===== src/rtl/serial_adder_n_if.sv =====
// Handshake and operand/result bundle for the bit-serial adder.
// Optional `sub` line appears when SERIAL_ADDER_SUBTRACT_EN is defined.
interface serial_adder_n_if #(
    parameter int WIDTH = 8
);
    logic             start;
    logic [WIDTH-1:0] a;
    logic [WIDTH-1:0] b;
    logic             carry_in;
`ifdef SERIAL_ADDER_SUBTRACT_EN
    logic             sub;
`endif
    logic             busy;
    logic             done;
    logic [WIDTH-1:0] sum;
    logic             carry_out;

    modport master (
`ifdef SERIAL_ADDER_SUBTRACT_EN
        output sub,
`endif
        output start, a, b, carry_in,
        input  busy, done, sum, carry_out
    );

    modport slave (
`ifdef SERIAL_ADDER_SUBTRACT_EN
        input  sub,
`endif
        input  start, a, b, carry_in,
        output busy, done, sum, carry_out
    );
endinterface


===== src/rtl/serial_adder_n.sv =====
// Bit-serial WIDTH-bit adder: one full-adder cell, LSB first.
// Define SERIAL_ADDER_SUBTRACT_EN to add the `sub` (a - b) mode.
module serial_adder_n #(
    parameter int WIDTH = 8
) (
    input  logic             clk,
    input  logic             rst,
    serial_adder_n_if.slave  bus
);
    localparam int CW = $clog2(WIDTH + 1);

    typedef enum logic [1:0] {
        IDLE = 2'd0,
        RUN  = 2'd1,
        DONE = 2'd2
    } state_t;

    state_t           state;
    state_t           state_nxt;
    logic [WIDTH-1:0] a_sh;
    logic [WIDTH-1:0] b_sh;
    logic [WIDTH-1:0] res_sh;
    logic [WIDTH-1:0] res_nxt;
    logic [WIDTH-1:0] sum_q;
    logic [CW-1:0]    cnt;
    logic             c_q;
    logic             c_nxt;
    logic             s_bit;
    logic             co_q;
    logic             accept;
    logic             last;
    logic [WIDTH-1:0] b_init;
    logic             c_init;

    // State register
    always_ff @(posedge clk) begin
        if (rst) begin
            state <= IDLE;
        end else begin
            state <= state_nxt;
        end
    end

    // Next-state logic and the accept/last qualifiers
    always_comb begin
        state_nxt = state;
        accept    = 1'b0;
        last      = (cnt == CW'(WIDTH - 1));
        case (state)
            IDLE: begin
                accept = bus.start;
                if (bus.start) state_nxt = RUN;
            end
            RUN: begin
                if (last) state_nxt = DONE;
            end
            DONE: begin
                accept    = bus.start;
                state_nxt = bus.start ? RUN : IDLE;
            end
            default: state_nxt = IDLE;
        endcase
    end

    // Operand preparation; subtract inverts B and forces carry to 1
    always_comb begin
        b_init = bus.b;
        c_init = bus.carry_in;
`ifdef SERIAL_ADDER_SUBTRACT_EN
        if (bus.sub) begin
            b_init = ~bus.b;
            c_init = 1'b1;
        end
`endif
    end

    // Single full-adder cell and result shift toward the LSB
    always_comb begin
        s_bit            = a_sh[0] ^ b_sh[0] ^ c_q;
        c_nxt            = (a_sh[0] & b_sh[0]) |
                           (a_sh[0] & c_q) |
                           (b_sh[0] & c_q);
        res_nxt          = res_sh >> 1;
        res_nxt[WIDTH-1] = s_bit;
    end

    // Serial datapath: capture on accept, one bit per RUN cycle
    always_ff @(posedge clk) begin
        if (rst) begin
            a_sh   <= '0;
            b_sh   <= '0;
            res_sh <= '0;
            c_q    <= 1'b0;
            cnt    <= '0;
            sum_q  <= '0;
            co_q   <= 1'b0;
        end else if (accept) begin
            a_sh   <= bus.a;
            b_sh   <= b_init;
            c_q    <= c_init;
            res_sh <= '0;
            cnt    <= '0;
        end else if (state == RUN) begin
            a_sh   <= a_sh >> 1;
            b_sh   <= b_sh >> 1;
            c_q    <= c_nxt;
            res_sh <= res_nxt;
            cnt    <= cnt + CW'(1);
            if (last) begin
                sum_q <= res_nxt;
                co_q  <= c_nxt;
            end
        end
    end

    assign bus.busy      = (state == RUN);
    assign bus.done      = (state == DONE);
    assign bus.sum       = sum_q;
    assign bus.carry_out = co_q;
endmodule


===== src/flat_wrapper.sv =====
// flat-port wrapper written by rule: the top's interface ports become plain ports
module serial_adder_n_flat 
#(
    parameter int WIDTH = 8
)
  (clk, rst, bus_start, bus_a, bus_b, bus_carry_in, bus_busy, bus_done, bus_sum, bus_carry_out);
  serial_adder_n_if #(.WIDTH(WIDTH)) bus_i ();
  input  logic clk;
  input  logic rst;
  input wire logic [$bits(bus_i.start)-1:0] bus_start;
  input wire logic [$bits(bus_i.a)-1:0] bus_a;
  input wire logic [$bits(bus_i.b)-1:0] bus_b;
  input wire logic [$bits(bus_i.carry_in)-1:0] bus_carry_in;
  output wire logic [$bits(bus_i.busy)-1:0] bus_busy;
  output wire logic [$bits(bus_i.done)-1:0] bus_done;
  output wire logic [$bits(bus_i.sum)-1:0] bus_sum;
  output wire logic [$bits(bus_i.carry_out)-1:0] bus_carry_out;
  assign bus_i.start = bus_start;
  assign bus_i.a = bus_a;
  assign bus_i.b = bus_b;
  assign bus_i.carry_in = bus_carry_in;
  assign bus_busy = bus_i.busy;
  assign bus_done = bus_i.done;
  assign bus_sum = bus_i.sum;
  assign bus_carry_out = bus_i.carry_out;
  serial_adder_n #(.WIDTH(WIDTH)) u_core (.clk(clk), .rst(rst), .bus(bus_i));
endmodule

===== config.mk =====
export PLATFORM = sky130hd
export DESIGN_NAME = serial_adder_n_flat
export DESIGN_NICKNAME = d
export VERILOG_FILES = /design/src/rtl/serial_adder_n_if.sv /design/src/rtl/serial_adder_n.sv /design/src/flat_wrapper.sv
export SDC_FILE = /design/constraint.sdc
export NUM_CORES = 1
export LEC_CHECK = 0
export ABC_AREA = 0
export BUFFER_PORTS_ARGS = -buffer_cell sky130_fd_sc_hd__buf_2
export CAP_MARGIN = 20
export CORE_AREA = 2 2 58 60
export CTS_CLUSTER_DIAMETER = 40
export CTS_CLUSTER_SIZE = 25
export DETAILED_ROUTE_END_ITERATION = 6
export DIE_AREA = 0 0 60 62
export PLACE_DENSITY = 0.73
export SLEW_MARGIN = 20
export SYNTH_ARGS = -nofsm -noshare
export SYNTH_HDL_FRONTEND = slang
export SYNTH_SLANG_ARGS = --single-unit

===== constraint.sdc =====
create_clock -name clk -period 1.66 [get_ports clk]
set_input_delay 0.166 -clock clk [delete_from_list [all_inputs] [get_ports clk]]
set_output_delay 0.166 -clock clk [all_outputs]
set_load 0.02 [all_outputs]

Word level (Yosys, flattened, before mapping)
Cells that the tools add are included.
W data, S select, Z words.

storage, ports and cells
  output and inout bits = 11
  input bits = 20
  logic and storage cells = 39
  register bits = 40

cells by class
  add/subtract/negate cells = 1
  bitwise operators = 8
  equality and inequality tests = 5
  reduce and logical (&&, ||, !) cells = 6
  mux-type cells = 11

operator list
  cell                   count
  $mux W8                4
  $pmux W2 S3            1
  $add A4 B1 Y4 const B  1
  $eq A4 B3 Y1 const B   1
  $mux W1                4
  $mux W2                2
  $reduce_or A2 Y1       2
  $and A1 B1 Y1          3
  $reduce_and A3 Y1      1
  $eq A2 B1 Y1 const B   1
  $eq A2 B2 Y1 const B   1
  $logic_not A2 Y1       1
  $ne A2 B1 Y1 const B   1
  $ne A2 B2 Y1 const B   1
  $or A1 B1 Y1           2
  $reduce_and A2 Y1      1
  $reduce_bool A2 Y1     1
  $xor A1 B1 Y1          2
  $not A1 Y1             1

Depth between registers and ports, before layout
Gate-level depths: netlist of the first run.

  depth in word-level cells = 5
  mapped depth = 5
  depth with buffers taken out = 4

Worst setup path after synthesis of the first run
Ideal clock, no wire load.

  kind = register to register
  start point = register u_core.cnt[0]
  end point = register u_core.co_q (netlist: u_core.bus.carry_out)
  data arrival time = 1.118 ns
  period minus slack after synthesis = 1.190 ns
  buffers on the path = 0
  path slack = 0.470 ns
  cell stages (with the launch flop) = 5
  library setup time = 0.072 ns
  required time = 1.588 ns
  cell sequence = dfxtp_1 -> ha_1 -> nand3b_1 -> nor2_4 -> mux2i_1

on the way
  word-level cells in the longest chain between the ends = 2

RTL lines
  what                                RTL line               RTL
  start, declared                     serial_adder_n.sv:25   logic [CW-1:0] cnt;
  start signal, assigned              serial_adder_n.sv:108  cnt <= cnt + CW'(1);
  $eq A4 B3 Y1                        serial_adder_n.sv:48   last = (cnt == CW'(WIDTH - 1));
  $reduce_and A3 Y1 (no source line)  n/a
  end signal, assigned                serial_adder_n.sv:111  co_q <= c_nxt;
  end, declared                       serial_adder_n.sv:29   logic co_q;

Every way passes these cells.
A chain may end at the register's enable or synchronous reset.

Worst setup path after layout of the first run
  start point = register u_core.state[1]
  end point = output bus_busy

on the way
  word-level cells in the longest chain between the ends = 1

RTL lines
  what                    RTL line               RTL
  start, declared         serial_adder_n.sv:18   state_t state;
  start signal, assigned  serial_adder_n.sv:40   state <= state_nxt;
  $eq A2 B1 Y1            serial_adder_n.sv:116  assign bus.busy = (state == RUN);
  end, declared           flat_wrapper.sv:14     output wire logic [$bits(bus_i.busy)-1:0] bus_busy;

Every way passes these cells.

==> impl_metrics.yaml, run 1 <==
run_status:
  outcome: "complete, no violations"
place:
  place_hpwl_mm: 1.957
  gp_congestion: 0.7666
  dpl_cell_area_um2: 1743
  io_buffers: 30
  dp.cells: 250
timing:
  finalHoldViolCount: 0
  finalCritPeriodShare_pct: 87.82
  rsz0062_at_grt: "no"
  period_minus_slack_ns: 1.458
  max_freq_ghz: 0.6860
  setup_viol: 0
  tightest_slew_ns: 0.4040
  relSlewSlack_pct: 73.07
  finalClockSkew_ns: 0.01044
  drv_slew: 0
  tns_ns: 0
  finalHoldWorstSlack_ns: 0.06515
die:
  die_x_um: 60
  dieArea_um2: 3720
  coreArea_um2: 3179
  num_io_pins: 31
  rows: 21
  die_y_um: 62
  start_util_pct: 48.72
yosys:
  synth-async-reset-ratio_pct: 0
  ys_warn_count: 0
  postSynthAreaPerCell_um2: 8.558
  synthFlopType: "dfxtp_1"
  synth-edff-count: 0
  syn-instance-count: 181
  syn_area_um2: 1549
  synth_top_cell_by_area: "dfxtp_1"
  ys_seq_area_share_pct: 50.40
  synthesis.nets: 203
  synth.ff_latch_count: 39
  synth_cell_types: 28
  synth_area_leaders: "dfxtp_1, nand2_1, mux2i_1, nor3_1, a21oi_1"
  synth_top_area_share_pct: 50.40
clocking:
  clk_path_buf_depth: 2
  clk_latency_ns: 0.35
  cts_max_level: 2
  cts_tree: "built"
  ctsHoldBuffers: 0
  cts_resized: 0
  cts-root-buf: "clkbuf_4"
  numCtsBuffers: 5
  clock_sinks: 39
  cts.clk_slew.worst_paths_ns: 0.12
  cts_setup_buffers: 0
global_routing:
  grt_pass1_wl_mm: 4.995
  grt_max_degree: 29
  antenna_found_initial: 0
  overflow: 0
  grt_pass1_vias: 1149
  grt_use_total_pct: 17.98
layout:
  syn2layout_area_growth_pct: 18.09
  seq_area_um2: 780.7
  fin_cells: 258
  n_fill_cell: 316
  num-nets-final: 233
  final_layout_size_suffix_gt1_share_pct: 20.75
  diodes: 0
  final_area_um2: 1829
  multi_input_area_um2: 696.9
flow_run:
  cap_viol_max_count: 0
routing:
  via_per_inst: 5.062
  first_pass_iters: 4
  drt-initial-drc-count: 54
  ant_nets: 0
  drc: 0
  routed_wl_mm: 2.901
  vias: 1306
  wl_per_cell_um: 11.24
pwr:
  power.density_nw_per_um2: 1027
  p_leak_nw: 0.6988
  vdd_drop_max_mv: 0.5305
critical_path:
  cpLargestDelayFamily: "buffers and inverters"
  cp.required_ns: 1.49
  startpoint_type: "flip-flop"
  slowest_delay_ns: 0.35
  crit_chain: "nand2b_1 -> clkinv_1 -> buf_2"
  crit_buf_inv: 2
  slowest_stage: "dfxtp_1"
  critical_path_class: "flip-flop to output port"
  critical_path_arrival_ns: 1.29
  cp-end-kind: "output port"
  crit_fanout: 7
min_path:
  hp-class: "input port to flip-flop"
==> flip-flops by register name, indices dropped and copies added, names as in the netlist <==
| register | flops |
|---|---|
| u_core.bus.sum | 8 |
| u_core.a_sh | 8 |
| u_core.b_sh | 8 |
| u_core.cnt | 4 |
| u_core.res_sh | 7 |
| u_core.c_q | 1 |
| u_core.state | 2 |
| u_core.bus.carry_out | 1 |
==> layout by cell type (no fill, tap or decap), types with 4 or more instances in the layout <==
cell type	instances
clkbuf_4	5
a21oi_1	13
nand2_1	48
o22ai_1	7
a31oi_1	6
nand3_1	4
o21ai_0	7
buf_4	4
buf_2	30
nor3_1	16
dfxtp_1	39
mux2i_1	10
==> cells by family (layout without fill, tap and decap cells) <==
family,after synthesis,in the layout,synth area share (%)
compound gates,35,35,12.68
xor+xnor,2,2,1.131
fa+ha+maj,2,2,2.100
buf+inv,14,45,4.604
flops,39,39,50.40
mux,10,10,6.462
simple gates,79,79,22.62
==> stage by stage <==
step	power, mW	setup WS (ns)	utilization [%]
floorplan	1.167	0.4699	-
global placement	1.227	0.3668	54.82
detailed placement	1.229	0.3283	54.82
CTS	1.900	0.1730	57.54
global route	1.971	0.09156	57.54
finish	1.879	0.2022	57.54
==> cells in the mapped netlist, types with 2 or more instances <==
cell	count
a21oi_1	13
a22oi_1	2
a31oi_1	6
buf_2	6
clkbuf_1	3
dfxtp_1	39
mux2i_1	10
nand2_1	48
nand2b_1	2
nand3_1	4
nand3b_1	2
nor2_1	3
nor3_1	16
o21ai_0	7
o22ai_1	7
==> layer usage <==
| layer | GRT usage [%] | vias to the layer above | wire [um] |
|---|---|---|---|
| met4 | 9.524 | 0 | 61 |
| met5 | 0 | - | 0 |
| met1 | 23.13 | 583 | 1343 |
| met2 | 27.95 | 37 | 1351 |
| li1 | - | 679 | - |
| met3 | 4.555 | 7 | 145 |
==> report_power, final <==
| group | internal [mW] | leakage, nW | switching (mW) | total, mW |
|---|---|---|---|---|
| clock | 0.356 | 0.0482 | 0.316 | 0.672 |
| combinational | 0.0850 | 0.332 | 0.118 | 0.203 |
| sequential | 0.979 | 0.318 | 0.0250 | 1.00 |
| total | 1.42 | 0.699 | 0.459 | 1.88 |
==> cell type report <==
type                       instances  share of cell area [%]
sequential                        39                   42.68
multi-input combinational        128                   38.10
timing repair buffer              35                   10.94
tap                               46                   3.146
clock buffer                       6                   2.804
clock inverter                     2                   1.915
inverter                           2                  0.4104
==> tightest hold or removal path, delay by kind of cell <==
kind                   cells  cell delay (ns)
AOI/OAI and AO/OA          1             0.06
buffers and inverters      1             0.10
and+or+nand+nor            1             0.05
==> path summary, 6_finish.rpt <==
kind / start / to / slack (ns) / depth (start not counted)
min: bus_b[7] / u_core.b_sh[7] / 0.07 / 3
min reg2reg: u_core.bus.sum[3] / u_core.bus.sum[3] / 0.46 / 2
max: u_core.state[1] / bus_busy / 0.20 / 3
max reg2reg: u_core.cnt[0] / u_core.bus.sum[4] / 0.31 / 4
Note: power is estimated with default switching activity, not from simulation.
==> inputs of run 2 (changes only) <==
- CORE_AREA: 2 2 58 60 -> 2 2 56 58
- CTS_CLUSTER_DIAMETER: 40 -> unset
- DIE_AREA: 0 0 60 62 -> 0 0 58 60
- PLACE_DENSITY: 0.73 -> 0.78
- clock period: 1.66 -> 1.8 ns (I/O delays scaled with it)
==> impl_metrics.yaml, run 2 (synthesis gave the netlist of run 1 again) <==
timing:
  setup_viol: 0
  tns_ns: 0
  finalCritPeriodShare_pct: 90.91
  max_freq_ghz: 0.6111
  drv_slew: 0
  rsz0062_at_grt: "no"
  relSlewSlack_pct: 72.21
  finalClockSkew_ns: 0.01060
  finalHoldWorstSlack_ns: 0.07292
  period_minus_slack_ns: 1.636
  tightest_slew_ns: 0.4168
  finalHoldViolCount: 0
pwr:
  power.density_nw_per_um2: 950.3
  p_leak_nw: 0.6960
  vdd_drop_max_mv: 0.6954
clocking:
  cts_max_level: 2
  clk_latency_ns: 0.34
  clock_sinks: 39
  cts_tree: "built"
  clk_path_buf_depth: 2
  numCtsBuffers: 5
  cts.clk_slew.worst_paths_ns: 0.11
  cts-root-buf: "clkbuf_4"
  cts_setup_buffers: 0
critical_path:
  crit_fanout: 27
  cp.required_ns: 1.62
  crit_buf_inv: 3
  cpLargestDelayFamily: "buffers and inverters"
  crit_chain: "nand2b_1 -> clkinv_1 -> buf_6 -> buf_2"
  reg2reg_slack_ns: 0.41
  cp-end-kind: "output port"
  slowest_delay_ns: 0.41
  critical_path_class: "flip-flop to output port"
  slowest_stage: "dfxtp_1"
  startpoint_type: "flip-flop"
  critical_path_arrival_ns: 1.46
global_routing:
  grt_use_total_pct: 18.71
  grt_pass1_wl_mm: 4.940
  grt_pass1_vias: 1158
  antenna_found_initial: 0
  grt_max_degree: 28
  overflow: 0
layout:
  mostFrequentLayoutCells: "nand2_1, dfxtp_1, buf_2"
  n_fill_cell: 262
  final_layout_size_suffix_gt1_share_pct: 20.75
  num-nets-final: 233
  diodes: 0
  layout_commonest_cell: "nand2_1"
  syn2layout_area_growth_pct: 16.48
routing:
  via_per_inst: 5.416
  drt-initial-drc-count: 35
  ant_nets: 0
  wl_per_cell_um: 12.04
  routed_wl_mm: 2.950
  first_pass_iters: 4
  vias: 1327
  drc: 0
die:
  die_y_um: 60
  start_util_pct: 53.36
  die_x_um: 58
  num_io_pins: 31
  coreArea_um2: 2903
  rows: 20
  dieArea_um2: 3480
place:
  io_buffers: 30
  place_hpwl_mm: 2.039
  gp_congestion: 0.7653
flow_run:
  cap_viol_max_count: 0
run_status:
  outcome: "complete, no violations"
min_path:
  hp-class: "input port to flip-flop"
[run 2: cell counts in the layout (fill, tap and decap cells not counted)]
No cell type changed its count.
[run 2: repair_timing]
item,CTS,global route
gates resized for setup,0,1
hold buffers,0,0
setup endpoints to repair,0,1
[run 2: path summary, 6_finish.rpt]
| kind | depth (start not counted) | endpoint | startpoint |
|---|---|---|---|
| max | 4 | bus_busy | u_core.state[0] |
| min | 3 | u_core.b_sh[7] | bus_b[7] |
| max reg2reg | 4 | u_core.bus.sum[1] | u_core.cnt[0] |
| min reg2reg | 2 | u_core.bus.sum[5] | u_core.bus.sum[5] |
[run 2: layer usage]
| metal | up-vias | GRT usage (%) | share of wire (%) |
|---|---|---|---|
| met2 | 50 | 31.82 | 48 |
| met1 | 592 | 21.92 | 44 |
| li1 | 680 | - | - |
| met5 | - | 0 | 0 |
| met3 | 5 | 4.978 | 6.6 |
| met4 | 0 | 8.970 | 1.4 |
[run 2: where the power goes]
group          internal [mW]  leakage, nW  total (mW)  switching (mW)
combinational         0.0752        0.330       0.183           0.108
clock                  0.328       0.0482       0.605           0.277
sequential             0.902        0.318       0.926          0.0241
[run 2: metrics by stage]
stage	util (%)	cell area [um2]	instances	setup WS, ns	power (mW)
after detailed placement	59.05	1714	237	0.4225	1.127
after global placement	59.05	1714	237	0.5055	1.119
after global routing	62.16	1804	245	0.06905	1.798
after floorplan	-	1549	181	0.6099	1.076
final	62.16	1804	245	0.1636	1.715
after CTS	62.03	1800	245	0.09568	1.733
[run 2: worst min-delay path, stage by stage]
cell and delay (ns):
buf_2 0.10, nand2_1 0.05, a21oi_1 0.05
[run 2: area by class of cell]
class / count / area, um2 / area share (%)
clock buffer: 6 / 51.30 / 2.843
clock inverter: 2 / 35.03 / 1.942
inverter: 2 / 7.507 / 0.4161
multi-input combinational: 128 / 696.9 / 38.63
sequential: 39 / 780.7 / 43.27
tap: 33 / 41.29 / 2.288
timing repair buffer: 35 / 191.4 / 10.61
